### src/rtl/jtag_tap_if.sv
// Pin-level bundle between the TAP controller and the test pins / test data registers.
// The slave side is the TAP itself; the master side drives TMS/TDI and the DR serial returns.
interface jtag_tap_if;
  logic tms_i;
  logic tdi_i;
  logic bs_chain_so_i;
  logic mbist_so_i;
  logic debug_so_i;
  logic tdo_o;
  logic tdo_oe_o;
  logic tlr_o;
  logic capture_dr_o;
  logic shift_dr_o;
  logic pause_dr_o;
  logic update_dr_o;
  logic extest_select_o;
  logic sample_preload_select_o;
  logic mbist_select_o;
  logic debug_select_o;

  modport master (
    output tms_i, tdi_i, bs_chain_so_i, mbist_so_i, debug_so_i,
    input  tdo_o, tdo_oe_o, tlr_o, capture_dr_o, shift_dr_o, pause_dr_o, update_dr_o,
    input  extest_select_o, sample_preload_select_o, mbist_select_o, debug_select_o
  );

  modport slave (
    input  tms_i, tdi_i, bs_chain_so_i, mbist_so_i, debug_so_i,
    output tdo_o, tdo_oe_o, tlr_o, capture_dr_o, shift_dr_o, pause_dr_o, update_dr_o,
    output extest_select_o, sample_preload_select_o, mbist_select_o, debug_select_o
  );
endinterface

### src/rtl/jtag_tap_ctrl.sv
// IEEE 1149.1 TAP controller: 16-state FSM, 4-bit IR, BYPASS and IDCODE registers,
// DR control strobes, one-hot instruction selects and a negedge-registered TDO mux.
module jtag_tap_ctrl #(
  parameter int                IR_LEN     = 4,
  parameter logic [31:0]       IDCODE_VAL = 32'h0180_0B4D,
  parameter logic [IR_LEN-1:0] OP_EXTEST  = 4'b0000,
  parameter logic [IR_LEN-1:0] OP_SAMPLE  = 4'b0001,
  parameter logic [IR_LEN-1:0] OP_IDCODE  = 4'b0010,
  parameter logic [IR_LEN-1:0] OP_MBIST   = 4'b1000,
  parameter logic [IR_LEN-1:0] OP_DEBUG   = 4'b1001,
  parameter logic [IR_LEN-1:0] OP_BYPASS  = 4'b1111
) (
  input logic       tck_i,
  input logic       test_logic_reset_i,
  jtag_tap_if.slave tap
);

  localparam logic [IR_LEN-1:0] IR_CAPTURE = IR_LEN'(4'b0101);

  typedef enum logic [3:0] {
    TLR, RTI, SEL_DR, CAP_DR, SH_DR, EX1_DR, PA_DR, EX2_DR, UPD_DR,
    SEL_IR, CAP_IR, SH_IR, EX1_IR, PA_IR, EX2_IR, UPD_IR
  } tap_state_e;

  tap_state_e        state_q;
  logic [IR_LEN-1:0] ir_q, ir_d;
  logic [IR_LEN-1:0] ir_shift_q, ir_shift_d;
  logic              bypass_q, bypass_d;
  logic [31:0]       idcode_q, idcode_d;
  logic              tdo_q, tdo_d;
  logic              tdo_oe_q, tdo_oe_d;

  logic sel_extest, sel_sample, sel_idcode, sel_mbist, sel_debug, sel_bypass;

  // Standard 1149.1 state graph, advanced on every rising TCK edge.
  always_ff @(posedge tck_i or posedge test_logic_reset_i) begin
    if (test_logic_reset_i) begin
      state_q <= TLR;
    end else begin
      case (state_q)
        TLR:     state_q <= tap.tms_i ? TLR    : RTI;
        RTI:     state_q <= tap.tms_i ? SEL_DR : RTI;
        SEL_DR:  state_q <= tap.tms_i ? SEL_IR : CAP_DR;
        CAP_DR:  state_q <= tap.tms_i ? EX1_DR : SH_DR;
        SH_DR:   state_q <= tap.tms_i ? EX1_DR : SH_DR;
        EX1_DR:  state_q <= tap.tms_i ? UPD_DR : PA_DR;
        PA_DR:   state_q <= tap.tms_i ? EX2_DR : PA_DR;
        EX2_DR:  state_q <= tap.tms_i ? UPD_DR : SH_DR;
        UPD_DR:  state_q <= tap.tms_i ? SEL_DR : RTI;
        SEL_IR:  state_q <= tap.tms_i ? TLR    : CAP_IR;
        CAP_IR:  state_q <= tap.tms_i ? EX1_IR : SH_IR;
        SH_IR:   state_q <= tap.tms_i ? EX1_IR : SH_IR;
        EX1_IR:  state_q <= tap.tms_i ? UPD_IR : PA_IR;
        PA_IR:   state_q <= tap.tms_i ? EX2_IR : PA_IR;
        EX2_IR:  state_q <= tap.tms_i ? UPD_IR : SH_IR;
        UPD_IR:  state_q <= tap.tms_i ? SEL_DR : RTI;
        default: state_q <= TLR;
      endcase
    end
  end

  assign sel_extest = (ir_q == OP_EXTEST);
  assign sel_sample = (ir_q == OP_SAMPLE);
  assign sel_idcode = (ir_q == OP_IDCODE);
  assign sel_mbist  = (ir_q == OP_MBIST);
  assign sel_debug  = (ir_q == OP_DEBUG);
  // OP_BYPASS and every unlisted opcode fall through to the bypass bit.
  assign sel_bypass = !(sel_extest || sel_sample || sel_idcode || sel_mbist || sel_debug);

  always_comb begin
    ir_d       = ir_q;
    ir_shift_d = ir_shift_q;
    bypass_d   = bypass_q;
    idcode_d   = idcode_q;
    case (state_q)
      TLR:    ir_d       = OP_IDCODE;
      CAP_IR: ir_shift_d = IR_CAPTURE;
      SH_IR:  ir_shift_d = {tap.tdi_i, ir_shift_q[IR_LEN-1:1]};
      UPD_IR: ir_d       = ir_shift_q;
      CAP_DR: begin
        if (sel_idcode) idcode_d = IDCODE_VAL;
        if (sel_bypass) bypass_d = 1'b0;
      end
      SH_DR: begin
        if (sel_idcode) idcode_d = {tap.tdi_i, idcode_q[31:1]};
        if (sel_bypass) bypass_d = tap.tdi_i;
      end
      default: ;
    endcase
  end

  always_ff @(posedge tck_i or posedge test_logic_reset_i) begin
    if (test_logic_reset_i) begin
      ir_q       <= OP_IDCODE;
      ir_shift_q <= '0;
      bypass_q   <= 1'b0;
      idcode_q   <= IDCODE_VAL;
    end else begin
      ir_q       <= ir_d;
      ir_shift_q <= ir_shift_d;
      bypass_q   <= bypass_d;
      idcode_q   <= idcode_d;
    end
  end

  // TDO source selection; the register on the falling edge gives the far end a half-cycle of setup.
  always_comb begin
    tdo_d    = 1'b0;
    tdo_oe_d = 1'b0;
    if (state_q == SH_IR) begin
      tdo_d    = ir_shift_q[0];
      tdo_oe_d = 1'b1;
    end else if (state_q == SH_DR) begin
      tdo_oe_d = 1'b1;
      if (sel_extest || sel_sample) tdo_d = tap.bs_chain_so_i;
      else if (sel_mbist)           tdo_d = tap.mbist_so_i;
      else if (sel_debug)           tdo_d = tap.debug_so_i;
      else if (sel_idcode)          tdo_d = idcode_q[0];
      else                          tdo_d = bypass_q;
    end
  end

  always_ff @(negedge tck_i or posedge test_logic_reset_i) begin
    if (test_logic_reset_i) begin
      tdo_q    <= 1'b0;
      tdo_oe_q <= 1'b0;
    end else begin
      tdo_q    <= tdo_d;
      tdo_oe_q <= tdo_oe_d;
    end
  end

  assign tap.tdo_o                   = tdo_q;
  assign tap.tdo_oe_o                = tdo_oe_q;
  assign tap.tlr_o                   = (state_q == TLR);
  assign tap.capture_dr_o            = (state_q == CAP_DR);
  assign tap.shift_dr_o              = (state_q == SH_DR);
  assign tap.pause_dr_o              = (state_q == PA_DR);
  assign tap.update_dr_o             = (state_q == UPD_DR);
  assign tap.extest_select_o         = sel_extest;
  assign tap.sample_preload_select_o = sel_sample;
  assign tap.mbist_select_o          = sel_mbist;
  assign tap.debug_select_o          = sel_debug;

endmodule

### src/flat_wrapper.sv
// flat-port wrapper written by rule: the top's interface ports become plain ports
module jtag_tap_ctrl_flat 
#(
  parameter int                IR_LEN     = 4,
  parameter logic [31:0]       IDCODE_VAL = 32'h0180_0B4D,
  parameter logic [IR_LEN-1:0] OP_EXTEST  = 4'b0000,
  parameter logic [IR_LEN-1:0] OP_SAMPLE  = 4'b0001,
  parameter logic [IR_LEN-1:0] OP_IDCODE  = 4'b0010,
  parameter logic [IR_LEN-1:0] OP_MBIST   = 4'b1000,
  parameter logic [IR_LEN-1:0] OP_DEBUG   = 4'b1001,
  parameter logic [IR_LEN-1:0] OP_BYPASS  = 4'b1111
)
  (tck_i, test_logic_reset_i, tap_tms_i, tap_tdi_i, tap_bs_chain_so_i, tap_mbist_so_i, tap_debug_so_i, tap_tdo_o, tap_tdo_oe_o, tap_tlr_o, tap_capture_dr_o, tap_shift_dr_o, tap_pause_dr_o, tap_update_dr_o, tap_extest_select_o, tap_sample_preload_select_o, tap_mbist_select_o, tap_debug_select_o);
  jtag_tap_if tap_i ();
  input logic tck_i;
  input logic test_logic_reset_i;
  input wire logic [$bits(tap_i.tms_i)-1:0] tap_tms_i;
  input wire logic [$bits(tap_i.tdi_i)-1:0] tap_tdi_i;
  input wire logic [$bits(tap_i.bs_chain_so_i)-1:0] tap_bs_chain_so_i;
  input wire logic [$bits(tap_i.mbist_so_i)-1:0] tap_mbist_so_i;
  input wire logic [$bits(tap_i.debug_so_i)-1:0] tap_debug_so_i;
  output wire logic [$bits(tap_i.tdo_o)-1:0] tap_tdo_o;
  output wire logic [$bits(tap_i.tdo_oe_o)-1:0] tap_tdo_oe_o;
  output wire logic [$bits(tap_i.tlr_o)-1:0] tap_tlr_o;
  output wire logic [$bits(tap_i.capture_dr_o)-1:0] tap_capture_dr_o;
  output wire logic [$bits(tap_i.shift_dr_o)-1:0] tap_shift_dr_o;
  output wire logic [$bits(tap_i.pause_dr_o)-1:0] tap_pause_dr_o;
  output wire logic [$bits(tap_i.update_dr_o)-1:0] tap_update_dr_o;
  output wire logic [$bits(tap_i.extest_select_o)-1:0] tap_extest_select_o;
  output wire logic [$bits(tap_i.sample_preload_select_o)-1:0] tap_sample_preload_select_o;
  output wire logic [$bits(tap_i.mbist_select_o)-1:0] tap_mbist_select_o;
  output wire logic [$bits(tap_i.debug_select_o)-1:0] tap_debug_select_o;
  assign tap_i.tms_i = tap_tms_i;
  assign tap_i.tdi_i = tap_tdi_i;
  assign tap_i.bs_chain_so_i = tap_bs_chain_so_i;
  assign tap_i.mbist_so_i = tap_mbist_so_i;
  assign tap_i.debug_so_i = tap_debug_so_i;
  assign tap_tdo_o = tap_i.tdo_o;
  assign tap_tdo_oe_o = tap_i.tdo_oe_o;
  assign tap_tlr_o = tap_i.tlr_o;
  assign tap_capture_dr_o = tap_i.capture_dr_o;
  assign tap_shift_dr_o = tap_i.shift_dr_o;
  assign tap_pause_dr_o = tap_i.pause_dr_o;
  assign tap_update_dr_o = tap_i.update_dr_o;
  assign tap_extest_select_o = tap_i.extest_select_o;
  assign tap_sample_preload_select_o = tap_i.sample_preload_select_o;
  assign tap_mbist_select_o = tap_i.mbist_select_o;
  assign tap_debug_select_o = tap_i.debug_select_o;
  jtag_tap_ctrl #(.IR_LEN(IR_LEN), .IDCODE_VAL(IDCODE_VAL), .OP_EXTEST(OP_EXTEST), .OP_SAMPLE(OP_SAMPLE), .OP_IDCODE(OP_IDCODE), .OP_MBIST(OP_MBIST), .OP_DEBUG(OP_DEBUG), .OP_BYPASS(OP_BYPASS)) u_core (.tck_i(tck_i), .test_logic_reset_i(test_logic_reset_i), .tap(tap_i));
endmodule
### config.mk
export PLATFORM = sky130hd
export DESIGN_NAME = jtag_tap_ctrl_flat
export DESIGN_NICKNAME = d
export VERILOG_FILES = /design/src/rtl/jtag_tap_if.sv /design/src/rtl/jtag_tap_ctrl.sv /design/src/flat_wrapper.sv
export SDC_FILE = /design/constraint.sdc
export NUM_CORES = 1
export LEC_CHECK = 0
export ABC_AREA = 0
export BUFFER_PORTS_ARGS = -buffer_cell sky130_fd_sc_hd__buf_2
export CAP_MARGIN = 25
export CORE_AREA = 4 4 79 81
export CTS_CLUSTER_DIAMETER = 200
export DETAILED_ROUTE_END_ITERATION = 10
export DIE_AREA = 0 0 83 85
export MAX_ROUTING_LAYER = met4
export SYNTH_ARGS = -nofsm -noshare
export SYNTH_HDL_FRONTEND = slang
export SYNTH_SLANG_ARGS = --single-unit
### constraint.sdc
create_clock -name tck_i -period 2.18 [get_ports tck_i]
set_input_delay 0.109 -clock tck_i [delete_from_list [all_inputs] [get_ports tck_i]]
set_output_delay 0.109 -clock tck_i [all_outputs]
set_load 0.02 [all_outputs]
[Word-level counts from Yosys, hierarchy flattened]
Cells that the tools add are included.
Storage, ports and cells
  bits in registers: 47
  input bits: 7
  logic and storage cells: 73
Operators by class
  eq/ne operators: 23
  multiplexer cells: 29
  reduce and logical (&&, ||, !) cells: 14
Operators by type and width (count)
  $mux W32: 2
  $pmux W32 S2: 1
  $pmux W4 S12: 1
  $eq A4 B4 Y1 const B: 10
  $eq A4 B3 Y1 const B: 4
  $mux W4: 4
  $pmux W4 S2: 2
  $mux W1: 13
  $eq A4 B2 Y1 const B: 3
  $eq A4 B1 Y1 const B: 2
  $logic_not A4 Y1: 2
  $mux W2: 3
  $mux W3: 2
  $reduce_and A3 Y1: 2
  $reduce_bool A2 Y1: 3
  $logic_or A1 B1 Y1: 4
  $ne A2 B1 Y1 const B: 2
  $ne A2 B2 Y1 const B: 2
  $reduce_or A2 Y1: 2
  $reduce_or A3 Y1: 1
  $pmux W1 S2: 1

[Longest topological paths before layout]
Gate-level depths: netlist of run 1.
  word-level depth: 7
  depth in mapped cells: 6

==> results of run 1 <==
-- metrics by stage --
stage,TNS (ps),cells
floorplan,-402,193
global placement,-334,282
detailed placement,-355,282
CTS,-369,291
global route,-419,291
finish,-356,291
-- metal layers --
layer	up-vias	GRT usage [%]	part of all wire, %	routed length, um
met4	0	4.90	2.1	89
li1	756	-	-	-
met1	748	18.1	49	2040
met5	-	-	0	0
met2	32	19.2	45	1880
met3	9	3.11	3.9	162
-- worst max-delay path: stages (launching register included) --
cell     delay, ps
dfstp_2        540
or4b_1         420
o21ai_1         80
a21oi_1         70
a22o_1         170
-- cell type report --
class | count | area (um^2) | share of cell area (%)
Multi-Input combinational cell | 123 | 820 | 33.4
Inverter | 5 | 23.8 | 0.968
Clock buffer | 5 | 68.8 | 2.80
Sequential cell | 47 | 1190 | 48.4
Clock inverter | 3 | 27.5 | 1.12
Tap cell | 72 | 90.1 | 3.67
Timing Repair Buffer | 36 | 238 | 9.68
-- cells by family (layout without fill, tap and decap cells) --
logic type	after synthesis	in the layout	share of synthesized area (%)
AO/OA/AOI/OAI	66	66	23.0
XOR/XNOR	1	1	0.410
buffers and inverters	23	49	6.08
flip-flops	47	47	55.6
multiplexers	1	1	0.468
AND/OR/NAND/NOR	55	55	14.5
-- layout by cell type (no fill, tap or decap), types with 7 or more instances in the layout --
| master | n |
|---|---|
| a21oi_1 | 12 |
| dfstp_2 | 10 |
| dfrtp_1 | 35 |
| nand2_1 | 14 |
| buf_4 | 16 |
| nor2_1 | 9 |
| o21ai_0 | 7 |
| a22o_1 | 24 |
| buf_2 | 17 |
| o22a_1 | 9 |
-- state kept, by name, summed over array words and instances (netlist names) --
signal and flops:
u_core.ir_q 4, u_core.ir_shift_q 4, u_core.idcode_q 32, u_core.tap.tdo_o 1, u_core.state_q 4, u_core.bypass_q 1, u_core.tap.tdo_oe_o 1
-- final timing paths --
kind                                      startpoint              endpoint  depth (start not counted)
worst min register to register  u_core.ir_shift_q[1]  u_core.ir_shift_q[1]                          2
worst max register to register        u_core.ir_q[1]      u_core.tap.tdo_o                          4
worst min-delay path                       tap_tdi_i  u_core.ir_shift_q[3]                          3
max in group asynchronous         test_logic_reset_i      u_core.tap.tdo_o                          3
min in group asynchronous         test_logic_reset_i   u_core.idcode_q[10]                          4
worst max-delay path                  u_core.ir_q[1]      u_core.tap.tdo_o                          4
-- report_power, final --
part | internal (mW) | switching [mW] | total (mW)
clock | 0.238 | 0.315 | 0.552
combinational | 0.636 | 0.764 | 1.40
sequential | 1.24 | 0.180 | 1.42
-- repair_timing --
item                                    CTS  global route
gates cloned                              0             0
endpoints found under the hold margin    35             0
pin swaps                                 2             1
hold buffers                              1             0
endpoints found under the setup margin    1             2
gates resized for setup                   0             2
==> results.yml, run 1 <==
final_layout:
  postLayoutCellArea_mm2: 0.00246
  fillers: 540
  final_util_pct: 44.9
  fin_nets: 225
  syn_to_final_growth_pct: 14.9
  diodes: 0
  drive_gt1_share_pct: 27.9
placed_design:
  dpl_cell_area_mm2: 0.00234
  place_congestion: 0.831
  dp_slack_ps: -355
  place_hpwl_mm: 2.92
  io_buffers: 17
hold_path:
  hold_class: "in2reg"
critical_path:
  cp.arrival_ps: 1600
  r2r_slack_ps: -360
  required_ps: 1240
  endpoint_kind: "register"
  setup.worst_path.start_class: "register"
  crit_path_max_fanout: 2
  crit_type: "reg2reg"
yosys:
  synth-seq-cells: 47
  synth_edf_count: 0
  synth_most_common_cell: "dfrtp_1"
  synth.area.top_cells: "dfrtp_1 (41%), dfstp_2 (12%), a22o_1 (9.8%)"
  yosysUniqueCellTypes: 45
  syn_nets: 200
  yosys.area.top_type: "dfrtp_1"
  netlist_top_cells_count: "dfrtp_1 (35), a22o_1 (24), nand2_1 (14), a21oi_1 (12)"
  synth_top_cell_area_share_pct: 41.0
  synthCells: 193
  synth_top_flop_cell: "dfrtp_1"
  yosys_warnings: 0
  syn_area_mm2: 0.00214
  seq_area_frac_synth_pct: 55.6
  synth.avg_cell_area_um2: 11.1
  async_flop_share_pct: 100
grt:
  grt_pass1_wl_mm: 7.46
  overflow: 0
  track_usage_pct: 13.3
  grt_max_degree: 28
  first_global_vias: 1518
  antenna_found_initial: 0
timing:
  slew_headroom_pct: 70.8
  maxSlewViolCount: 0
  grt_setup_unrepaired: "true"
  hold_viol: 0
  setup_ws_ps: -356
  worstMarginPinSlew_ps: 437
  clock_skew_ps: 11.8
  finalHoldWorstSlack_ps: 95.1
  setup_viol: 1
power_and_ir_drop:
  p_leak_nw: 1.12
  p_total_mw: 3.37
  p_per_area_mw_per_mm2: 1370
  worst_ir_drop_vdd_uv: 512
die:
  fp-row-count: 27
  ios: 18
  initial_core_util_pct: 39.1
  dieArea_mm2: 0.00706
  coreArea_mm2: 0.00547
  die_y_um: 85
  die_w_um: 83
routing:
  drt_iter0_drc: 127
  wl_per_cell_um: 14.3
  routed_via_density: 5.31
  drcViolationCount: 0
  finalWirelength_mm: 4.17
  drt_first_pass_iters: 4
  dr_total_vias: 1545
  ant_nets: 0
clock_tree:
  cts-root-buf: "clkbuf_8"
  cts_tree: "built"
  numCtsBuffers: 5
  clk_pin_slew_ps: 90
  clk_latency_ps: 300
  cts_buffer_depth: 2
  h-tree-depth: 2
  cts_num_sinks: 47
  postCtsSetupRepairBufs: 0
run:
  max-cap-violations: 0
outcome:
  violations: "setup timing"
  status: "finished with violations"
(Power assumes the default switching activity.)
==> run 2, diff against run 1 <==
--- a/config.mk
+++ b/config.mk
@@ -13,6 +13,7 @@
 export DETAILED_ROUTE_END_ITERATION = 10
 export DIE_AREA = 0 0 83 85
 export MAX_ROUTING_LAYER = met4
+export SLEW_MARGIN = 10
 export SYNTH_ARGS = -nofsm -noshare
 export SYNTH_HDL_FRONTEND = slang
 export SYNTH_SLANG_ARGS = --single-unit
==> constraint.sdc (replaced) <==
create_clock -name tck_i -period 2.18 [get_ports tck_i]
set_input_delay 0.436 -clock tck_i [delete_from_list [all_inputs] [get_ports tck_i]]
set_output_delay 0.436 -clock tck_i [all_outputs]
set_load 0.02 [all_outputs]
==> results.yml, run 2 (synthesis results as in run 1) <==
clock_tree:
  numCtsBuffers: 5
  cts_num_sinks: 47
  postCtsSetupRepairBufs: 0
  postCtsHoldBufs: 0
  h-tree-depth: 2
  clk_latency_ps: 300
  cts_buffer_depth: 2
  cts_tree: "built"
  cts-root-buf: "clkbuf_8"
  clk_pin_slew_ps: 90
critical_path:
  setup.worst_path.start_class: "register"
  crit_path_max_fanout: 2
  required_ps: 1230
  crit_type: "reg2reg"
  cp.arrival_ps: 1570
  endpoint_kind: "register"
final_layout:
  fillers: 526
  final_cell_mix: "dfrtp_1 (35), a22o_1 (24), buf_4 (16)"
  top_register: "u_core.idcode_q"
  multi_input_area_um2: 820
  postLayoutCellArea_mm2: 0.00246
  diodes: 0
  drive_gt1_share_pct: 28.0
  final-seq-area_mm2: 0.00119
  final_util_pct: 44.9
  largest_reg_flops: 32
  fin_nets: 224
  syn_to_final_growth_pct: 14.9
  mostFrequentLayoutCell: "dfrtp_1"
timing:
  slew_headroom_pct: 71.7
  grt_setup_unrepaired: "true"
  finalHoldWorstSlack_ps: 216
  clock_skew_ps: 10.9
  worstMarginPinSlew_ps: 420
  setup_ws_ps: -339
  hold_viol: 0
  setup_viol: 3
  maxSlewViolCount: 0
die:
  fp-row-count: 27
  die_w_um: 83
  initial_core_util_pct: 39.1
  ios: 18
  die_y_um: 85
  coreArea_mm2: 0.00547
  dieArea_mm2: 0.00706
routing:
  finalWirelength_mm: 4.20
  drt_first_pass_iters: 4
  wl_per_cell_um: 14.5
  dr_total_vias: 1526
  drt_iter0_drc: 41
  routed_via_density: 5.26
  ant_nets: 0
  drcViolationCount: 0
power_and_ir_drop:
  p_leak_nw: 1.12
  combPwrFrac_pct: 42.0
  clock_power_share_pct: 16.0
  p_per_area_mw_per_mm2: 1380
  switching_share_pct: 37.2
  p_seq_share_pct: 42.1
  internal_power_mw: 2.13
  p_sw_mw: 1.26
  worst_ir_drop_vdd_uv: 611
grt:
  overflow: 0
  first_global_vias: 1523
  antenna_found_initial: 0
  track_usage_pct: 13.2
  grt_pass1_wl_mm: 7.47
  grt_max_degree: 33
placed_design:
  dpl_cell_area_mm2: 0.00234
  io_buffers: 17
  place_congestion: 0.813
  place_hpwl_mm: 2.90
run:
  max-cap-violations: 0
hold_path:
  hold_class: "in2async"
outcome:
  violations: "setup timing"
  status: "finished with violations"
[run 2: changes by cell type in the layout (fill, tap and decap cells not counted)]
cell           delta
dlygate4sd3_1     -1
inv_6             +1
buf_2             -2
inv_8             -1
buf_6             +2
[run 2: through the flow]
stage	cells	setup WS, ps	total power, mW	setup TNS [ps]
after floorplan	193	-402	2.52	-402
after global placement	282	-330	2.81	-330
after detailed placement	282	-339	2.83	-339
after CTS	290	-343	3.41	-729
after global routing	290	-406	3.64	-822
final	290	-339	3.39	-694
[run 2: path summary, 6_finish.rpt]
path	endpoint	from	depth (start not counted)	slack, ps
min in group tck_i	u_core.ir_shift_q[3]	tap_tdi_i	3	440
max in group asynchronous	u_core.tap.tdo_o	test_logic_reset_i	2	1030
worst max register to register	u_core.tap.tdo_o	u_core.ir_q[1]	4	-340
worst min register to register	u_core.ir_shift_q[1]	u_core.ir_shift_q[1]	2	490
worst min-delay path	u_core.idcode_q[25]	test_logic_reset_i	3	220
worst max-delay path	u_core.tap.tdo_o	u_core.ir_q[1]	4	-340
[run 2: cell type report]
type                       instances  area share [%]
inverter                           5           0.968
clock buffer                       5            2.80
timing repair buffer              35            9.78
tap                               72            3.67
sequential                        47            48.4
clock inverter                     3            1.02
multi-input combinational        123            33.4
[run 2: what timing repair did]
action                     in CTS  in global routing
gates resized for setup         4                  2
setup endpoints to repair       3                  4
pin swaps                       2                  1
[run 2: power groups by stage]
| stage | Clock (mW) | Combinational, mW | Sequential, mW |
|---|---|---|---|
| floorplan | 0 | 1.13 | 1.40 |
| global placement | 0 | 1.38 | 1.43 |
| detailed placement | 0 | 1.40 | 1.43 |
| CTS | 0.563 | 1.42 | 1.42 |
| global route | 0.591 | 1.58 | 1.46 |
| finish | 0.540 | 1.42 | 1.42 |
[run 2: layer usage]
layer  vias up  GRT usage [%]  share of wire (%)
met5         -              -                  0
met4         0           3.57               0.72
met3         2           2.62                2.1
met2        22           20.8                 47
met1       748           17.6                 50
li1        754              -                  -
[run 2: critical path: stages, from the launching register on]
cell	delay, ps
dfstp_2	530
or4b_1	420
o21ai_1	80
a21oi_1	70
a22o_1	180
